==> config.mk <==
export PLATFORM = sky130hd
export DESIGN_NAME = mem_bus_arbiter
export DESIGN_NICKNAME = d
export VERILOG_FILES = /design/src/rtl/mem_bus_arbiter.sv
export SDC_FILE = /design/constraint.sdc
export NUM_CORES = 1
export LEC_CHECK = 0
export ABC_AREA = 1
export BUFFER_PORTS_ARGS = -buffer_cell sky130_fd_sc_hd__buf_4
export CAP_MARGIN = 20
export CORE_MARGIN = 10
export CORE_UTILIZATION = 45
export DETAILED_ROUTE_END_ITERATION = 8
export PLACE_DENSITY = 0.78
export RECOVER_POWER = 100
export SYNTH_ARGS = -nofsm -noshare
export SYNTH_HDL_FRONTEND = slang
export SYNTH_SLANG_ARGS = --single-unit
==> constraint.sdc <==
create_clock -name clk -period 1.9 [get_ports clk]
set_clock_uncertainty 0.1 [all_clocks]
set_input_delay 0.095 -clock clk [delete_from_list [all_inputs] [get_ports clk]]
set_output_delay 0.095 -clock clk [all_outputs]
set_load 0.05 [all_outputs]
==> src/rtl/mem_bus_arbiter.sv <==
// mem_bus_arbiter
//   Shares one synchronous memory port between the CPU core and a DMA
//   requester. Each access walks IDLE -> ACCESS -> WAIT -> ACK, so the port
//   carries at most one access every four cycles. Simultaneous requests are
//   resolved round-robin against the previous grant. All memory-side outputs
//   and requester responses are registered.
//
// Ports
//   clk, rst                       clock, synchronous active-high reset
//   cpu_req/we/addr/wdata          CPU command, held until cpu_ack
//   cpu_rdata, cpu_ack             CPU read data and one-cycle completion pulse
//   dma_req/we/addr/wdata          DMA command, held until dma_ack
//   dma_rdata, dma_ack             DMA read data and one-cycle completion pulse
//   mem_en/we/addr/wdata           memory strobe and command (valid with mem_en)
//   mem_rdata                      memory read data, valid the cycle after mem_en
module mem_bus_arbiter #(
  parameter int unsigned ADDR_W = 16,
  parameter int unsigned DATA_W = 8
) (
  input  logic              clk,
  input  logic              rst,
  input  logic              cpu_req,
  input  logic              cpu_we,
  input  logic [ADDR_W-1:0] cpu_addr,
  input  logic [DATA_W-1:0] cpu_wdata,
  output logic [DATA_W-1:0] cpu_rdata,
  output logic              cpu_ack,
  input  logic              dma_req,
  input  logic              dma_we,
  input  logic [ADDR_W-1:0] dma_addr,
  input  logic [DATA_W-1:0] dma_wdata,
  output logic [DATA_W-1:0] dma_rdata,
  output logic              dma_ack,
  output logic              mem_en,
  output logic              mem_we,
  output logic [ADDR_W-1:0] mem_addr,
  output logic [DATA_W-1:0] mem_wdata,
  input  logic [DATA_W-1:0] mem_rdata
);

  typedef enum logic [1:0] {S_IDLE, S_ACCESS, S_WAIT, S_ACK} state_t;
  typedef enum logic {PORT_CPU, PORT_DMA} port_t;

  state_t state, state_nxt;
  port_t  owner, owner_nxt;
  port_t  last_grant, last_grant_nxt;

  logic              mem_en_nxt;
  logic              mem_we_nxt;
  logic [ADDR_W-1:0] mem_addr_nxt;
  logic [DATA_W-1:0] mem_wdata_nxt;
  logic              cpu_ack_nxt;
  logic              dma_ack_nxt;
  logic [DATA_W-1:0] cpu_rdata_nxt;
  logic [DATA_W-1:0] dma_rdata_nxt;

  always_ff @(posedge clk) begin
    if (rst) begin
      state      <= S_IDLE;
      owner      <= PORT_CPU;
      last_grant <= PORT_DMA;  // CPU wins the first tie
      mem_en     <= 1'b0;
      mem_we     <= 1'b0;
      mem_addr   <= '0;
      mem_wdata  <= '0;
      cpu_ack    <= 1'b0;
      dma_ack    <= 1'b0;
      cpu_rdata  <= '0;
      dma_rdata  <= '0;
    end else begin
      state      <= state_nxt;
      owner      <= owner_nxt;
      last_grant <= last_grant_nxt;
      mem_en     <= mem_en_nxt;
      mem_we     <= mem_we_nxt;
      mem_addr   <= mem_addr_nxt;
      mem_wdata  <= mem_wdata_nxt;
      cpu_ack    <= cpu_ack_nxt;
      dma_ack    <= dma_ack_nxt;
      cpu_rdata  <= cpu_rdata_nxt;
      dma_rdata  <= dma_rdata_nxt;
    end
  end

  // Outputs are registered, so this block computes the value each output
  // register takes for the cycle after the current state.
  always_comb begin
    state_nxt      = state;
    owner_nxt      = owner;
    last_grant_nxt = last_grant;
    mem_en_nxt     = 1'b0;
    mem_we_nxt     = mem_we;
    mem_addr_nxt   = mem_addr;
    mem_wdata_nxt  = mem_wdata;
    cpu_ack_nxt    = 1'b0;
    dma_ack_nxt    = 1'b0;
    cpu_rdata_nxt  = cpu_rdata;
    dma_rdata_nxt  = dma_rdata;

    case (state)
      S_IDLE: begin
        if (cpu_req && (!dma_req || last_grant == PORT_DMA)) begin
          owner_nxt      = PORT_CPU;
          last_grant_nxt = PORT_CPU;
          mem_en_nxt     = 1'b1;
          mem_we_nxt     = cpu_we;
          mem_addr_nxt   = cpu_addr;
          mem_wdata_nxt  = cpu_wdata;
          state_nxt      = S_ACCESS;
        end else if (dma_req) begin
          owner_nxt      = PORT_DMA;
          last_grant_nxt = PORT_DMA;
          mem_en_nxt     = 1'b1;
          mem_we_nxt     = dma_we;
          mem_addr_nxt   = dma_addr;
          mem_wdata_nxt  = dma_wdata;
          state_nxt      = S_ACCESS;
        end
      end
      S_ACCESS: state_nxt = S_WAIT;
      S_WAIT: begin
        // mem_rdata is valid now; capture it together with raising ack so
        // both appear in the ACK cycle.
        if (!mem_we) begin
          if (owner == PORT_CPU) cpu_rdata_nxt = mem_rdata;
          else                   dma_rdata_nxt = mem_rdata;
        end
        cpu_ack_nxt = (owner == PORT_CPU);
        dma_ack_nxt = (owner == PORT_DMA);
        state_nxt   = S_ACK;
      end
      S_ACK:   state_nxt = S_IDLE;
      default: state_nxt = S_IDLE;
    endcase
  end

endmodule

# --- Word level (Yosys, flattened, before mapping) ---
# Cells that the tools add are included.
# W data, S select, Z words.
classes:
  eq_ne: 4
  muxes: 13
  bitwise: 4
  reduce_logical: 10
ops:
  columns: ["operator", "n"]
  rows:
  - ["$mux W16", 2]
  - ["$mux W8", 2]
  - ["$pmux W2 S4", 1]
  - ["$mux W1", 6]
  - ["$reduce_and A3 Y1", 2]
  - ["$eq A2 B2 Y1 const B", 2]
  - ["$mux W2", 2]
  - ["$not A1 Y1", 4]
  - ["$reduce_or A2 Y1", 2]
  - ["$ne A3 B3 Y1 const B", 1]
  - ["$eq A2 B1 Y1 const B", 1]
  - ["$logic_not A2 Y1", 1]
  - ["$reduce_and A2 Y1", 1]
  - ["$reduce_bool A2 Y1", 1]
  - ["$logic_and A1 B1 Y1", 1]
  - ["$logic_not A1 Y1", 1]
  - ["$logic_or A1 B1 Y1", 1]
totals:
  reg_bits: 48
  out_inout_bits: 44
  word_cells: 42

# --- Longest topological paths before layout ---
# Gate-level depths: netlist of run 1.
logic_depth:
  depth_word: 5
  depth_mapped: 8
  mapped_depth_nobuf: 7

# --- Worst setup path before layout of run 1 ---
# Ideal clock, no wire load.
synth_path:
  kind: "register to register"
  start: "reg mem_we"
  end: "reg cpu_rdata[0]"
  setup_time_ns: 0.116
  arrival_ns: 1.211
  slack_ns: 0.473
  stages_incl_launch_ff: 6
  n_path_buf: 0
  synth_period_minus_slack_ns: 1.427
  cell_sequence: "dfxtp_1 inv_1 nand3_1 inv_1 nor2_1 nor2_1"
synth_between:
  elab_chain_cells: 2
synth_lines:
  columns: ["element", "line_no", "source"]
  rows:
  - ["from (decl)", "35", "output logic mem_we,"]
  - ["from (signal assigned)", "75", "mem_we <= mem_we_nxt;"]
  - ["$not A1 Y1 (no source line)", null, null]
  - ["$reduce_and A3 Y1 (no source line)", null, null]
  - ["to (signal assigned)", "80", "cpu_rdata <= cpu_rdata_nxt;"]
  - ["to (decl)", "26", "output logic [DATA_W-1:0] cpu_rdata,"]
# No other way between the ends.
# A chain may end at the register's enable or synchronous reset.

# --- Worst setup path after layout of run 1 ---
layout_path:
  start: "reg state[0]"
  end: "reg owner"
layout_between:
  elab_chain_cells: 2
layout_lines:
  columns: ["element", "line_no", "source"]
  rows:
  - ["from (decl)", "44", "state_t state, state_nxt;"]
  - ["from (signal assigned)", "71", "state <= state_nxt;"]
  - ["$logic_not A2 Y1", "100", "case (state)"]
  - ["$reduce_and A2 Y1 (no source line)", null, null]
  - ["to (signal assigned)", "72", "owner <= owner_nxt;"]
  - ["to (decl)", "45", "port_t owner, owner_nxt;"]
# No other way between the ends.

==> results of run 1 <==
per-layer routing:
layer | global-route usage | vias up
li1 | - | 1247
met1 | 0.179 | 1039
met2 | 0.254 | 90
met3 | 0.0798 | 4
met4 | 0.0274 | 0
met5 | 0 | -
report_power, final:
part | internal [mW] | switching, mW
registers | 1.28 | 0.145
clock network | 0.391 | 0.321
logic | 0.520 | 1.57
final cells by class:
class	instances	area (um^2)
clock buffers	6	72.6
clock inverters	2	35.0
fillers	513	1740
inverters	44	165
multi-input cells	215	1000
flip-flops and latches	48	961
well taps	67	83.8
repair buffers	121	759
worst max-delay path, delay by kind of cell (launching register included):
family	cells	cell delay, ns
buffers and inverters	3	0.55
AO/OA/AOI/OAI	1	0.15
flip-flops	1	0.32
AND/OR/NAND/NOR	2	0.25
adder cells (fa/ha/maj)	1	0.20
flip-flops by register name, summed over array words and instances (netlist names):
name	cells
cpu_ack	1
cpu_rdata	8
dma_ack	1
dma_rdata	8
last_grant	1
mem_addr	16
mem_en	1
mem_wdata	8
mem_we	1
owner	1
state	2
stage by stage:
| stage | utilization | worst slack [ns] |
|---|---|---|
| global placement | 0.636 | 0.429 |
| detailed placement | 0.636 | 0.318 |
| global route | 0.639 | 0.0888 |
| CTS | 0.677 | 0.308 |
| finish | 0.639 | 0.251 |
| floorplan | - | 0.473 |
kinds of logic (layout without fill, tap and decap cells):
kind of cell    count (synthesis)  in the layout
simple gates                  134            134
compound gates                 78             78
buf+inv                        65            173
flops                          48             48
fa+ha+maj                       3              3
synth_stat cells:
cell type and instances:
o21ai_1 18, inv_1 44, o21ai_0 25, ha_1 3, nand2_2 1, o211ai_1 1
nand3_1 27, or2_2 1, dfxtp_1 48, nor2_8 1, a21oi_1 33, clkbuf_1 2
buf_6 6, a21oi_2 1, nor2_1 71, buf_2 13, nand2_1 30, nor3_1 2
nor2_4 1
cell usage in the layout (no fill, tap or decap):
| master | instances |
|---|---|
| clkbuf_1 | 46 |
| o21ai_0 | 28 |
| bufinv_16 | 1 |
| nand2_1 | 31 |
| o21ai_1 | 15 |
| buf_4 | 65 |
| nand3_1 | 27 |
| a21oi_1 | 33 |
| nor3_1 | 2 |
| a21oi_2 | 1 |
| nor2_1 | 71 |
| dfxtp_1 | 48 |
| clkinv_2 | 1 |
| nor2_4 | 1 |
| clkbuf_2 | 1 |
| clkbuf_4 | 1 |
| clkbuf_8 | 5 |
| nor2_8 | 1 |
| or2_2 | 1 |
| ha_1 | 3 |
| o211ai_1 | 1 |
| inv_1 | 44 |
| dlygate4sd3_1 | 9 |
path summary, 6_finish.rpt:
check                                                  to  slack, ns  depth (start not counted)
worst max-delay path                   owner$_SDFFE_PP0P_       0.25                          7
worst min-delay path            mem_wdata[7]$_SDFFE_PP0P_       0.02                          5
worst max register to register         owner$_SDFFE_PP0P_       0.25                          7
worst min register to register  dma_rdata[7]$_SDFFE_PP0P_       0.35                          2
==> results.toml, run 1 <==
[synth]
yosysWarnings = 0
synth.area.top_cells = "dfxtp_1, nor2_1, a21oi_1, inv_1, nand3_1"
synth_top_family_by_area = "simple AND/OR/NAND/NOR gates"
syn_inst = 328
synth-simple-area-share = 0.250
muxShareOfSynthArea = 0
synthDistinctLibCells = 19
synth_seq_cells = 48
syn-cell-area_um2 = 2270
synth_top_area_share = 0.424
synth_adder_area_share = 0.0165
synth-compound-area-share = 0.175
syn_nets = 393
post-synth-top-area-cell = "dfxtp_1"
ys_seq_area_frac = 0.424
syn_avg_cell_area_um2 = 6.92
synth-xor-area-share = 0

[clocking]
cts_tree = "yes"
cts_buffers = 5
clockBufferDepth = 2
cts_hold_buf = 9
path_clk_slew_ns = 0.09
post_cts_buffers = 0
cts_root_buffer = "clkbuf_8"
post_cts_resized = 0
h-tree-depth = 2
cts_sinks = 48
worstSkewPairLatency_ns = 0.30

[worst_hold_path]
hold_start = "cpu_wdata[7]"
hold_class = "in2reg"

[layout]
layout.nets = 500
final_cells = 503
area_growth_pct = 35.6
antenna_cells = 0
stdcell_area_um2 = 3080
drive_above_1_share = 0.179

[worst_setup_path]
critical_path_class = "reg2reg"
crit_required_ns = 2.03
cp-end-kind = "register"
cp_slowest_cell = "clkbuf_4"
worstPathMaxFanout = 33
slowest_delay_ns = 0.35
startpoint_type = "register"
path_common_cell = "inv_1"
regToRegStartpoint = "state[0]$_SDFFE_PP0P_"
crit_arrival_ns = 1.78
crit_path_cell_trace = "inv_1 -> ha_1 -> inv_1 -> nor2_8 -> clkbuf_4 -> nand2_1 -> a21oi_2"
cp-startpoint = "state[0]$_SDFFE_PP0P_"

[route]
drc_errors = 0
routed_wl_um = 6730
drt-met1-wl_um = 2970
viasPerCell = 4.73
vias = 2380
met3_length_um = 680
routed.top_layer = "met4"
dr.pass1.iters = 5
drt_iter0_drc = 110
antenna_left = 0
post_drt_wl_per_cell_um = 13.4
wl_met2_um = 3040

[sta]
max_freq_mhz = 607
final-hold-violation-count = 0
fin_crit_sh = 0.868
drv_slew = 0
whs_ns = 0.0172
worst_slew_pin_slew_ns = 0.657
relSlewSlack = 0.564
fin_tns_setup_ns = 0
period_minus_slack_ns = 1.65
setup_viol = 0
rsz0062_at_grt = "false"

[power_and_ir_drop]
ir_drop_mv = 0.593
p_leak_nw = 1.45
total_power_mw = 4.22
p_per_area_nw_per_um2 = 1370

[global_routing]
groute.usage.overall = 0.155
antenna_found_initial = 0
grt_start_max_net_pins = 36
grt_pass1_wl_um = 11000
gr-total-overflow = 0
grt_pass1_vias = 2373

[place]
dp_cells = 486
placement.cell_area_um2 = 3070
hpwl_um = 5080
port_buffers = 105
gp_congestion = 0.773

[floorplan]
core-area_um2 = 4820
io_pins = 106
die-height_um = 91
die_w_um = 91
start_util = 0.471
die-area_um2 = 8280
core.rowCount = 25

[run]
maxCapViolCount = 0

[status]
status = "finished clean"
(Power assumes the default switching activity.)
==> run 2: changes to the inputs <==
Settings changed: HOLD_SLACK_MARGIN from default to 0.15, PLACE_DENSITY 0.78 to 0.79.
==> results.toml, run 2 (synthesized netlist as in run 1, its figures left out) <==
[route]
antenna_left = 0
viasPerCell = 4.75
vias = 2633
post_drt_wl_per_cell_um = 14.1
dr.pass1.iters = 4
drt_iter0_drc = 137
drc_errors = 0
routed_wl_um = 7840

[sta]
drv_slew = 0
fin_crit_sh = 0.903
period_minus_slack_ns = 1.72
fin_tns_setup_ns = 0
whs_ns = 0.233
final-hold-violation-count = 0
setup_viol = 0
fin_ws_ns = 0.184
rsz0062_at_grt = "false"
relSlewSlack = 0.564
worst_slew_pin_slew_ns = 0.657
max_freq_mhz = 583

[layout]
area_growth_pct = 58.0
layout.nets = 550
drive_above_1_share = 0.158
fill_cells = 418
fin_util = 0.744
stdcell_area_um2 = 3580
layout_common_cells = "nor2_1, buf_4, dlygate4sd3_1"
final_common_cell = "nor2_1"
final_cells = 554
largest-register = "mem_addr"
largest_register_ffs = 16

[floorplan]
die-area_um2 = 8280
die-height_um = 91
core.rowCount = 25
die_w_um = 91
start_util = 0.471
io_pins = 106
core-area_um2 = 4820

[worst_setup_path]
crit_path_cell_trace = "dlygate4sd3_1 -> clkbuf_1 -> nor2_4 -> dlygate4sd3_1 -> nand2_1 -> o21ai_0 -> nor2_1"
path_common_cell = "dlygate4sd3_1"
crit_buf_inv = 3
startpoint_type = "input port"
cp.depth = 7
cp-end-kind = "register"
crit_arrival_ns = 1.81
cp_slowest_cell = "dlygate4sd3_1"
crit_family = "buffers and inverters"
cp-startpoint = "cpu_req"
slowest_delay_ns = 0.59
worstPathMaxFanout = 3
crit_required_ns = 1.99
regToRegStartpoint = "state[0]$_SDFFE_PP0P_"
reg2reg_depth = 8
critical_path_class = "in2reg"

[worst_hold_path]
holdPathStages = 4
hold_start = "dma_req"
hold_class = "in2reg"

[place]
gp_congestion = 0.756
pre_cts_ws_ns = 0.277
hpwl_um = 4790
dp_cells = 484
port_buffers = 105
placement.cell_area_um2 = 3050

[clocking]
cts_sinks = 48
cts_tree = "yes"
path_clk_slew_ns = 0.08
post_cts_buffers = 0
cts_buffers = 5
worstSkewPairLatency_ns = 0.29
cts_root_buffer = "clkbuf_8"
clockBufferDepth = 2
h-tree-depth = 2

[power_and_ir_drop]
p_per_area_nw_per_um2 = 1190
ir_drop_mv = 0.716
p_leak_nw = 1.66
total_power_mw = 4.26

[run]
maxCapViolCount = 0

[status]
status = "finished clean"

[global_routing]
grt_pass1_wl_um = 13200
grt_pass1_vias = 2810
antenna_found_initial = 1
gr-total-overflow = 0
groute.usage.overall = 0.186
grt_start_max_net_pins = 52
-- run 2: cell count changes in the layout (fill, tap and decap cells not counted), moves of 2 or more --
cell           previous run  this run
dlygate4sd3_1             9        61
o21ai_0                  28        25
o21ai_1                  15        18
buf_4                    65        63
-- run 2: routing by layer --
layer  wire length [um]  vias to the layer above  track usage
li1                   -                     1350            -
met1               3270                     1147        0.205
met2               3650                      110        0.313
met3                687                       26       0.0749
met4                233                        0       0.0731
met5                  0                        -            0
-- run 2: area by class of cell --
cell class | count | area, um^2 | share of cell area
clock inverter | 2 | 10.0 | 0.00279
tap | 67 | 83.8 | 0.0234
inverter | 44 | 165 | 0.0461
clock buffer | 6 | 82.6 | 0.0230
antenna | 1 | 2.50 | 0.000698
sequential | 48 | 961 | 0.268
multi-input combinational | 215 | 1000 | 0.279
timing repair buffer | 171 | 1280 | 0.357
-- run 2: timing repair --
action | 4_1_cts | 5_1_grt
gates resized for setup | 0 | 0
endpoints found under the hold margin | 47 | 0
hold buffers | 61 | 0
-- run 2: worst paths after layout --
| path | end | slack, ns |
|---|---|---|
| max reg2reg | mem_addr[9]$_SDFFE_PP0P_ | 0.25 |
| min reg2reg | dma_rdata[6]$_SDFFE_PP0P_ | 0.35 |
| max | state[0]$_SDFFE_PP0P_ | 0.18 |
| min | last_grant$_SDFFE_PP1P_ | 0.23 |
-- run 2: worst register-to-register path, delay by kind of cell (launching register included) --
kind          cells  cell delay, ns
simple gates      4            0.51
buf+inv           3            0.44
flops             1            0.31
fa+ha+maj         1            0.20
-- run 2: report_power, final --
| group | leakage (nW) | internal, mW | total [mW] | switching [mW] |
|---|---|---|---|---|
| sequential | 0.395 | 1.28 | 1.43 | 0.148 |
| combinational | 1.22 | 0.605 | 2.22 | 1.61 |
| clock | 0.0510 | 0.291 | 0.614 | 0.324 |
